### config.mk
export PLATFORM = sky130hd
export DESIGN_NAME = if_fetch_queue_flat
export DESIGN_NICKNAME = d
export VERILOG_FILES = /design/src/rtl/if_fetch_queue_if.sv /design/src/rtl/if_fetch_queue.sv /design/src/flat_wrapper.sv
export SDC_FILE = /design/constraint.sdc
export NUM_CORES = 1
export LEC_CHECK = 0
export ABC_AREA = 0
export CAP_MARGIN = 40
export CORE_MARGIN = 2
export CORE_UTILIZATION = 50
export CTS_BUF_LIST = sky130_fd_sc_hd__clkbuf_16
export DETAILED_ROUTE_END_ITERATION = 6
export PLACE_DENSITY = 0.76
export RECOVER_POWER = 25
export REMOVE_ABC_BUFFERS = 1
export SYNTH_ARGS = -nofsm -noshare
export SYNTH_HDL_FRONTEND = slang
export SYNTH_SLANG_ARGS = --single-unit
export TNS_END_PERCENT = 10
### constraint.sdc
create_clock -name clk_i -period 2.53 [get_ports clk_i]
set_input_delay 0.506 -clock clk_i [delete_from_list [all_inputs] [get_ports clk_i]]
set_output_delay 0.506 -clock clk_i [all_outputs]
set_load 0.02 [all_outputs]
### src/rtl/if_fetch_queue_if.sv
// Fetch-queue bus bundle: PC stage, instruction-memory and decode handshakes.
interface if_fetch_queue_if;
    logic [31:0] pc_i;
    logic        pc_valid_i;
    logic        pc_ready_o;
    logic        flush_i;
    logic        imem_req_o;
    logic [31:0] imem_addr_o;
    logic        imem_gnt_i;
    logic        imem_rvalid_i;
    logic [31:0] imem_rdata_i;
    logic        instr_valid_o;
    logic [31:0] instr_o;
    logic [31:0] instr_pc_o;
    logic        instr_ready_i;

    // Queue side
    modport slave (
        input  pc_i, pc_valid_i, flush_i, imem_gnt_i, imem_rvalid_i,
               imem_rdata_i, instr_ready_i,
        output pc_ready_o, imem_req_o, imem_addr_o, instr_valid_o,
               instr_o, instr_pc_o
    );

    // Environment side (PC stage, memory, decode)
    modport master (
        output pc_i, pc_valid_i, flush_i, imem_gnt_i, imem_rvalid_i,
               imem_rdata_i, instr_ready_i,
        input  pc_ready_o, imem_req_o, imem_addr_o, instr_valid_o,
               instr_o, instr_pc_o
    );
endinterface

### src/rtl/if_fetch_queue.sv
// In-order instruction fetch queue with credit-limited requests and
// flush-time discard of in-flight memory responses.
module if_fetch_queue #(
    parameter int unsigned DEPTH = 4
) (
    input  logic           clk_i,
    input  logic           rstn_i,
    if_fetch_queue_if.slave bus
);
    localparam int unsigned PW = $clog2(DEPTH);
    localparam int unsigned CW = PW + 1;

    logic [31:0]    pc_q   [DEPTH];
    logic [31:0]    pc_d   [DEPTH];
    logic [31:0]    word_q [DEPTH];
    logic [31:0]    word_d [DEPTH];
    logic [DEPTH-1:0] filled_q, filled_d;

    logic [PW-1:0]  alloc_q, alloc_d;
    logic [PW-1:0]  fill_q,  fill_d;
    logic [PW-1:0]  rd_q,    rd_d;
    logic [CW-1:0]  occ_q,   occ_d;
    logic [CW-1:0]  drop_q,  drop_d;
    // Allocated entries still waiting for their response
    logic [CW-1:0]  pend_q,  pend_d;

    logic           req_c;
    logic           grant_c;
    logic           fill_c;
    logic           drop_rsp_c;
    logic           valid_c;
    logic           pop_c;
    logic [CW-1:0]  inflight_c;

    // Handshake decode, pointer/counter next state and entry updates
    always_comb begin
        pc_d       = pc_q;
        word_d     = word_q;
        filled_d   = filled_q;
        alloc_d    = alloc_q;
        fill_d     = fill_q;
        rd_d       = rd_q;
        occ_d      = occ_q;
        drop_d     = drop_q;
        pend_d     = pend_q;

        req_c      = rstn_i & bus.pc_valid_i & ~bus.flush_i
                     & (occ_q < CW'(DEPTH)) & (drop_q == '0);
        grant_c    = req_c & bus.imem_gnt_i;
        drop_rsp_c = bus.imem_rvalid_i & (drop_q != '0);
        fill_c     = bus.imem_rvalid_i & (drop_q == '0) & (pend_q != '0);
        valid_c    = (occ_q != '0) & filled_q[rd_q];
        pop_c      = valid_c & bus.instr_ready_i & ~bus.flush_i;
        inflight_c = pend_q + drop_q;

        if (bus.flush_i) begin
            alloc_d  = '0;
            fill_d   = '0;
            rd_d     = '0;
            occ_d    = '0;
            pend_d   = '0;
            filled_d = '0;
            // A response arriving in the flush cycle retires one in-flight slot
            if (bus.imem_rvalid_i && (inflight_c != '0)) begin
                drop_d = inflight_c - CW'(1);
            end else begin
                drop_d = inflight_c;
            end
        end else begin
            if (grant_c) begin
                pc_d[alloc_q]     = bus.pc_i;
                filled_d[alloc_q] = 1'b0;
                alloc_d           = alloc_q + PW'(1);
            end
            if (drop_rsp_c) begin
                drop_d = drop_q - CW'(1);
            end
            if (fill_c) begin
                word_d[fill_q]   = bus.imem_rdata_i;
                filled_d[fill_q] = 1'b1;
                fill_d           = fill_q + PW'(1);
            end
            if (pop_c) begin
                filled_d[rd_q] = 1'b0;
                rd_d           = rd_q + PW'(1);
            end
            occ_d  = occ_q + CW'(grant_c) - CW'(pop_c);
            pend_d = pend_q + CW'(grant_c) - CW'(fill_c);
        end
    end

    // State registers; reset also clears entry contents
    always_ff @(posedge clk_i or negedge rstn_i) begin
        if (!rstn_i) begin
            for (int i = 0; i < int'(DEPTH); i++) begin
                pc_q[i]   <= '0;
                word_q[i] <= '0;
            end
            filled_q <= '0;
            alloc_q  <= '0;
            fill_q   <= '0;
            rd_q     <= '0;
            occ_q    <= '0;
            drop_q   <= '0;
            pend_q   <= '0;
        end else begin
            pc_q     <= pc_d;
            word_q   <= word_d;
            filled_q <= filled_d;
            alloc_q  <= alloc_d;
            fill_q   <= fill_d;
            rd_q     <= rd_d;
            occ_q    <= occ_d;
            drop_q   <= drop_d;
            pend_q   <= pend_d;
        end
    end

    assign bus.imem_req_o    = req_c;
    assign bus.pc_ready_o    = grant_c;
    assign bus.imem_addr_o   = {bus.pc_i[31:2], 2'b00};
    assign bus.instr_valid_o = valid_c;
    assign bus.instr_o       = word_q[rd_q];
    assign bus.instr_pc_o    = pc_q[rd_q];

endmodule

### src/flat_wrapper.sv
// flat-port wrapper written by rule: the top's interface ports become plain ports
module if_fetch_queue_flat 
#(
    parameter int unsigned DEPTH = 4
)
  (clk_i, rstn_i, bus_pc_i, bus_pc_valid_i, bus_flush_i, bus_imem_gnt_i, bus_imem_rvalid_i, bus_imem_rdata_i, bus_instr_ready_i, bus_pc_ready_o, bus_imem_req_o, bus_imem_addr_o, bus_instr_valid_o, bus_instr_o, bus_instr_pc_o);
  if_fetch_queue_if bus_i ();
  input  logic clk_i;
  input  logic rstn_i;
  input wire logic [$bits(bus_i.pc_i)-1:0] bus_pc_i;
  input wire logic [$bits(bus_i.pc_valid_i)-1:0] bus_pc_valid_i;
  input wire logic [$bits(bus_i.flush_i)-1:0] bus_flush_i;
  input wire logic [$bits(bus_i.imem_gnt_i)-1:0] bus_imem_gnt_i;
  input wire logic [$bits(bus_i.imem_rvalid_i)-1:0] bus_imem_rvalid_i;
  input wire logic [$bits(bus_i.imem_rdata_i)-1:0] bus_imem_rdata_i;
  input wire logic [$bits(bus_i.instr_ready_i)-1:0] bus_instr_ready_i;
  output wire logic [$bits(bus_i.pc_ready_o)-1:0] bus_pc_ready_o;
  output wire logic [$bits(bus_i.imem_req_o)-1:0] bus_imem_req_o;
  output wire logic [$bits(bus_i.imem_addr_o)-1:0] bus_imem_addr_o;
  output wire logic [$bits(bus_i.instr_valid_o)-1:0] bus_instr_valid_o;
  output wire logic [$bits(bus_i.instr_o)-1:0] bus_instr_o;
  output wire logic [$bits(bus_i.instr_pc_o)-1:0] bus_instr_pc_o;
  assign bus_i.pc_i = bus_pc_i;
  assign bus_i.pc_valid_i = bus_pc_valid_i;
  assign bus_i.flush_i = bus_flush_i;
  assign bus_i.imem_gnt_i = bus_imem_gnt_i;
  assign bus_i.imem_rvalid_i = bus_imem_rvalid_i;
  assign bus_i.imem_rdata_i = bus_imem_rdata_i;
  assign bus_i.instr_ready_i = bus_instr_ready_i;
  assign bus_pc_ready_o = bus_i.pc_ready_o;
  assign bus_imem_req_o = bus_i.imem_req_o;
  assign bus_imem_addr_o = bus_i.imem_addr_o;
  assign bus_instr_valid_o = bus_i.instr_valid_o;
  assign bus_instr_o = bus_i.instr_o;
  assign bus_instr_pc_o = bus_i.instr_pc_o;
  if_fetch_queue #(.DEPTH(DEPTH)) u_core (.clk_i(clk_i), .rstn_i(rstn_i), .bus(bus_i));
endmodule
==> results by group, run 1 <==
Flow run
  • Max_cap viols: 0

Timing
  • Fin. max-slew vios: 0
  • Min Clock Period, post-route: 2580 ps
  • Clock Skew: 14.3 ps
  • Crit share post-route: 102%
  • RSZ-0062 raised after global routing: yes
  • Slew of the pin with the lowest slew margin: 1320 ps
  • Hold slack: 442 ps
  • Final worst slack: -53.3 ps
  • Setup Viol. Count Final: 16
  • Final hold vios: 0
  • Worst relative slew slack: approximately an eighth
  • Setup tns final: -361 ps
  • Maximum achievable frequency: 387 MHz

Synth
  • Top cell type's share of synthesized area: approximately half
  • Register area share after synthesis: between 50% and 60%
  • Seq cells post-synth: 275
  • Mapped Cells: 794
  • Yosys top cell by area: dfrtp_1
  • Mapped Avg Cell Area: 16.7 sq um
  • Synth Flop Type: dfrtp_1
  • Post-synth EDFFs: 0
  • Synth unique cells: 43
  • Async SR Flop Fraction: between 90% and 100%
  • Yosys warns: 0
  • Area contributors post-synth: dfrtp_1 52%, mux2_4 13%, mux2_2 11%
  • Area of the mapped netlist: 13,300 sq um

Run status
  • Status: complete, but fails checks
  • Failing checks: setup timing

Critical path
  • Req. time, crit path: ~2000 ps
  • CP startpoint kind: register
  • WP data arrival: 2080 ps
  • FF-to-FF End: u_core.occ_q[1]$_DFF_PN0_
  • Critical Path End Type: output port
  • Setup slack, reg-to-reg: 20 ps
  • Critical path peak fanout: 8
  • R2R depth: 9
  • Crit path kind: register to output port
  • Worst reg2reg path startpoint: u_core.rd_q[0]$_DFFE_PN0P_

Clock network
  • Clock transition at the registers of the reported paths: 70 ps
  • TritonCTS Buffers: 30
  • Clock Sinks: between 200 and 300
  • Worst skew pair latency: 540 ps
  • CTS tree: done
  • Clk buf depth: 3
  • H-tree depth: 1
  • Root buffer cell: clkbuf_16

Floorplan
  • Full die area: 27,900 sq um
  • # rows: 59
  • Initial Utilization: roughly 51%
  • Core ar.: 26,100 sq um
  • Die H: 167 microns
  • Die extent in x: 167 microns
  • Number of top-level pins: 170

Power and ir drop
  • Power density over the cells: 705 nW/um^2
  • Switching fraction of total power: roughly 26%
  • P_sw: between 2000 and 3000 uW
  • Static Leak: 0.00778 uW
  • Sequential power share: 42.0%
  • Combinational fraction of design power: 18.0%
  • VDD IR-drop max: 0.000697 V
  • Clock power share: 40.0%
  • Internal power: 8560 uW

Finish
  • Syn-to-layout area delta: 22.9%
  • Diodes inserted: 0
  • Fillers: 1,887
  • Nets: 1,065
  • Layout cells sized above 1: 50.5%
  • Commonest non-fill, non-tap cell in the layout: dfrtp_1
  • Final instance area: 16,300 sq um
  • Non-filler instance count after layout: 1,328
  • Footprint of the multi-input gates: 5720 sq um
  • FF+latch area: 6890 sq um
  • Most frequent cells in the layout: 273 x dfrtp_1, 133 x mux2_2, 116 x mux2_4, 99 x clkdlybuf4s50_1, 65 x mux4_2

Global routing
  • Number of global-route vias before repair: 7,962
  • First-pass GRT wire length: 44,300 microns
  • Pin count of the biggest net entering global routing: roughly 150
  • Total global routing overflow: 0
  • Initial antenna violation count: 0
  • Total GRT Usage: slightly below 20%

Placement
  • Final HPWL DP: approximately 17,000 microns
  • Pre-CTS setup slack: -379 ps
  • Dpl cell area: roughly 15,000 sq um
  • GPL Wtd Cong: 0.739
  • Placed Instances: 1,266
  • Port buffer count: approximately 170

Route
  • Vias/cell: 5.46
  • Per-cell routed wire length: 20.3 microns
  • Vias: 7,254
  • DRC: 0
  • Post-detailed-route count of antenna-violating nets: 0
  • Detailed Route WL: 26,900 microns
  • DR iter-0 viols: 357
  • DRT Pass-1 Iters: 4

Min path
  • Min-Delay Path Class: primary input to asynchronous set/reset pin
Yosys cell counts (2+ instances only):
cell type and count:
a21oi_1 6, a2bb2oi_1 4, and3_4 4, buf_1 2
buf_12 12, buf_2 18, buf_4 35, buf_6 5
clkbuf_1 7, dfrtp_1 275, fa_1 3, ha_1 21
inv_1 18, mux2_1 8, mux2_2 133, mux2_4 116
mux2i_1 2, mux4_2 65, nand2_1 6, nand2b_1 2
nand3_1 2, nor2_1 9, nor2b_1 5, nor3_1 4
nor3_4 3, nor3b_1 5, or3_1 2, xnor2_1 7
cell type report:
type / count / area share [%]
Sequential cell: 275 / 42.1
Clock buffer: 31 / 4.75
Timing Repair Buffer: 223 / 13.5
Clock inverter: 24 / 1.68
Multi-Input combinational cell: 422 / 35.0
Inverter: 18 / 0.414
Tap cell: 335 / 2.57
timing repair:
action                                  in CTS  in global routing
pin swaps                                    0                  4
buffers inserted                             3                  3
cloned                                       1                  0
hold buffers                                 0                  0
resized for setup                          280                 37
endpoints found under the setup margin      68                 59
per-stage QoR:
| step | total power (uW) | util [%] |
|---|---|---|
| 2_1_floorplan | 5980 | - |
| 3_3_place_gp | 7070 | 58.9 |
| 3_5_place_dp | 7110 | 59.0 |
| 4_1_cts | 11600 | 62.4 |
| 5_1_grt | 12000 | 62.7 |
| 6_report | 11500 | 62.7 |
state kept, by name (all words and copies together), names as in the netlist:
signal           count
u_core.pc_q        128
u_core.word_q      128
u_core.filled_q      4
u_core.drop_q        3
u_core.occ_q         3
u_core.pend_q        3
u_core.alloc_q       2
u_core.fill_q        2
u_core.rd_q          2
critical path: stages, from the launching register on:
cell	delay (ps)
dfrtp_4	460
buf_12	180
buf_12	150
buf_12	100
mux4_2	490
buf_6	150
power groups by stage:
| stage | combinational, uW | clock, uW | sequential [uW] |
|---|---|---|---|
| floorplan | 1110 | 0 | 4870 |
| global placement | 2170 | 0 | 4890 |
| detailed placement | 2200 | 0 | 4910 |
| CTS | 2050 | 4700 | 4830 |
| global route | 2250 | 4880 | 4870 |
| finish | 2080 | 4600 | 4840 |
metal layers:
metal  global-route usage (%)  up-vias  wire length [microns]
met1                     28.3     3842                  12500
met4                     3.07        0                    316
met2                     31.5      172                  12500
li1                         -     3217                      -
met3                     4.47       23                   1560
met5                        0        -                      0
worst max-delay path by stage:
stage,to,cells after the start,slack [ps],from
after floorplan,u_core.occ_q[2]$_DFF_PN0_,9,-2420,u_core.rd_q[0]$_DFFE_PN0P_
after global placement,u_core.pend_q[2]$_DFF_PN0_,11,-330,bus_flush_i
after detailed placement,u_core.occ_q[2]$_DFF_PN0_,11,-380,bus_flush_i
after CTS,bus_instr_pc_o[1],4,-220,u_core.rd_q[0]$_DFFE_PN0P_
after global routing,bus_instr_pc_o[5],5,-110,u_core.rd_q[0]$_DFFE_PN0P_
final,bus_instr_pc_o[17],5,-50,u_core.rd_q[0]$_DFFE_PN0P_
kinds of logic (layout without fill, tap and decap cells):
kind of cell / Yosys count / in the layout / synth area share [%]
buf+inv: 98 / 296 / 5.69
fa+ha+maj: 24 / 24 / 2.43
mux: 324 / 324 / 36.2
xor+xnor: 8 / 8 / 0.527
simple gates: 48 / 48 / 2.49
compound gates: 16 / 16 / 0.838
flops: 275 / 275 / 51.8
other cells: 1 / 2 / 0.0282
No activity file was read; power rests on OpenSTA's default activity.
==> run 2, diff against run 1 <==
--- a/config.mk
+++ b/config.mk
@@ -6,6 +6,7 @@
 export NUM_CORES = 1
 export LEC_CHECK = 0
 export ABC_AREA = 0
+export ABC_CLOCK_PERIOD_IN_PS = 2530
 export CAP_MARGIN = 40
 export CORE_MARGIN = 2
 export CORE_UTILIZATION = 50
==> results of run 2 <==
Same layout as run 1: the final DEF is identical, and so are final timing and power.
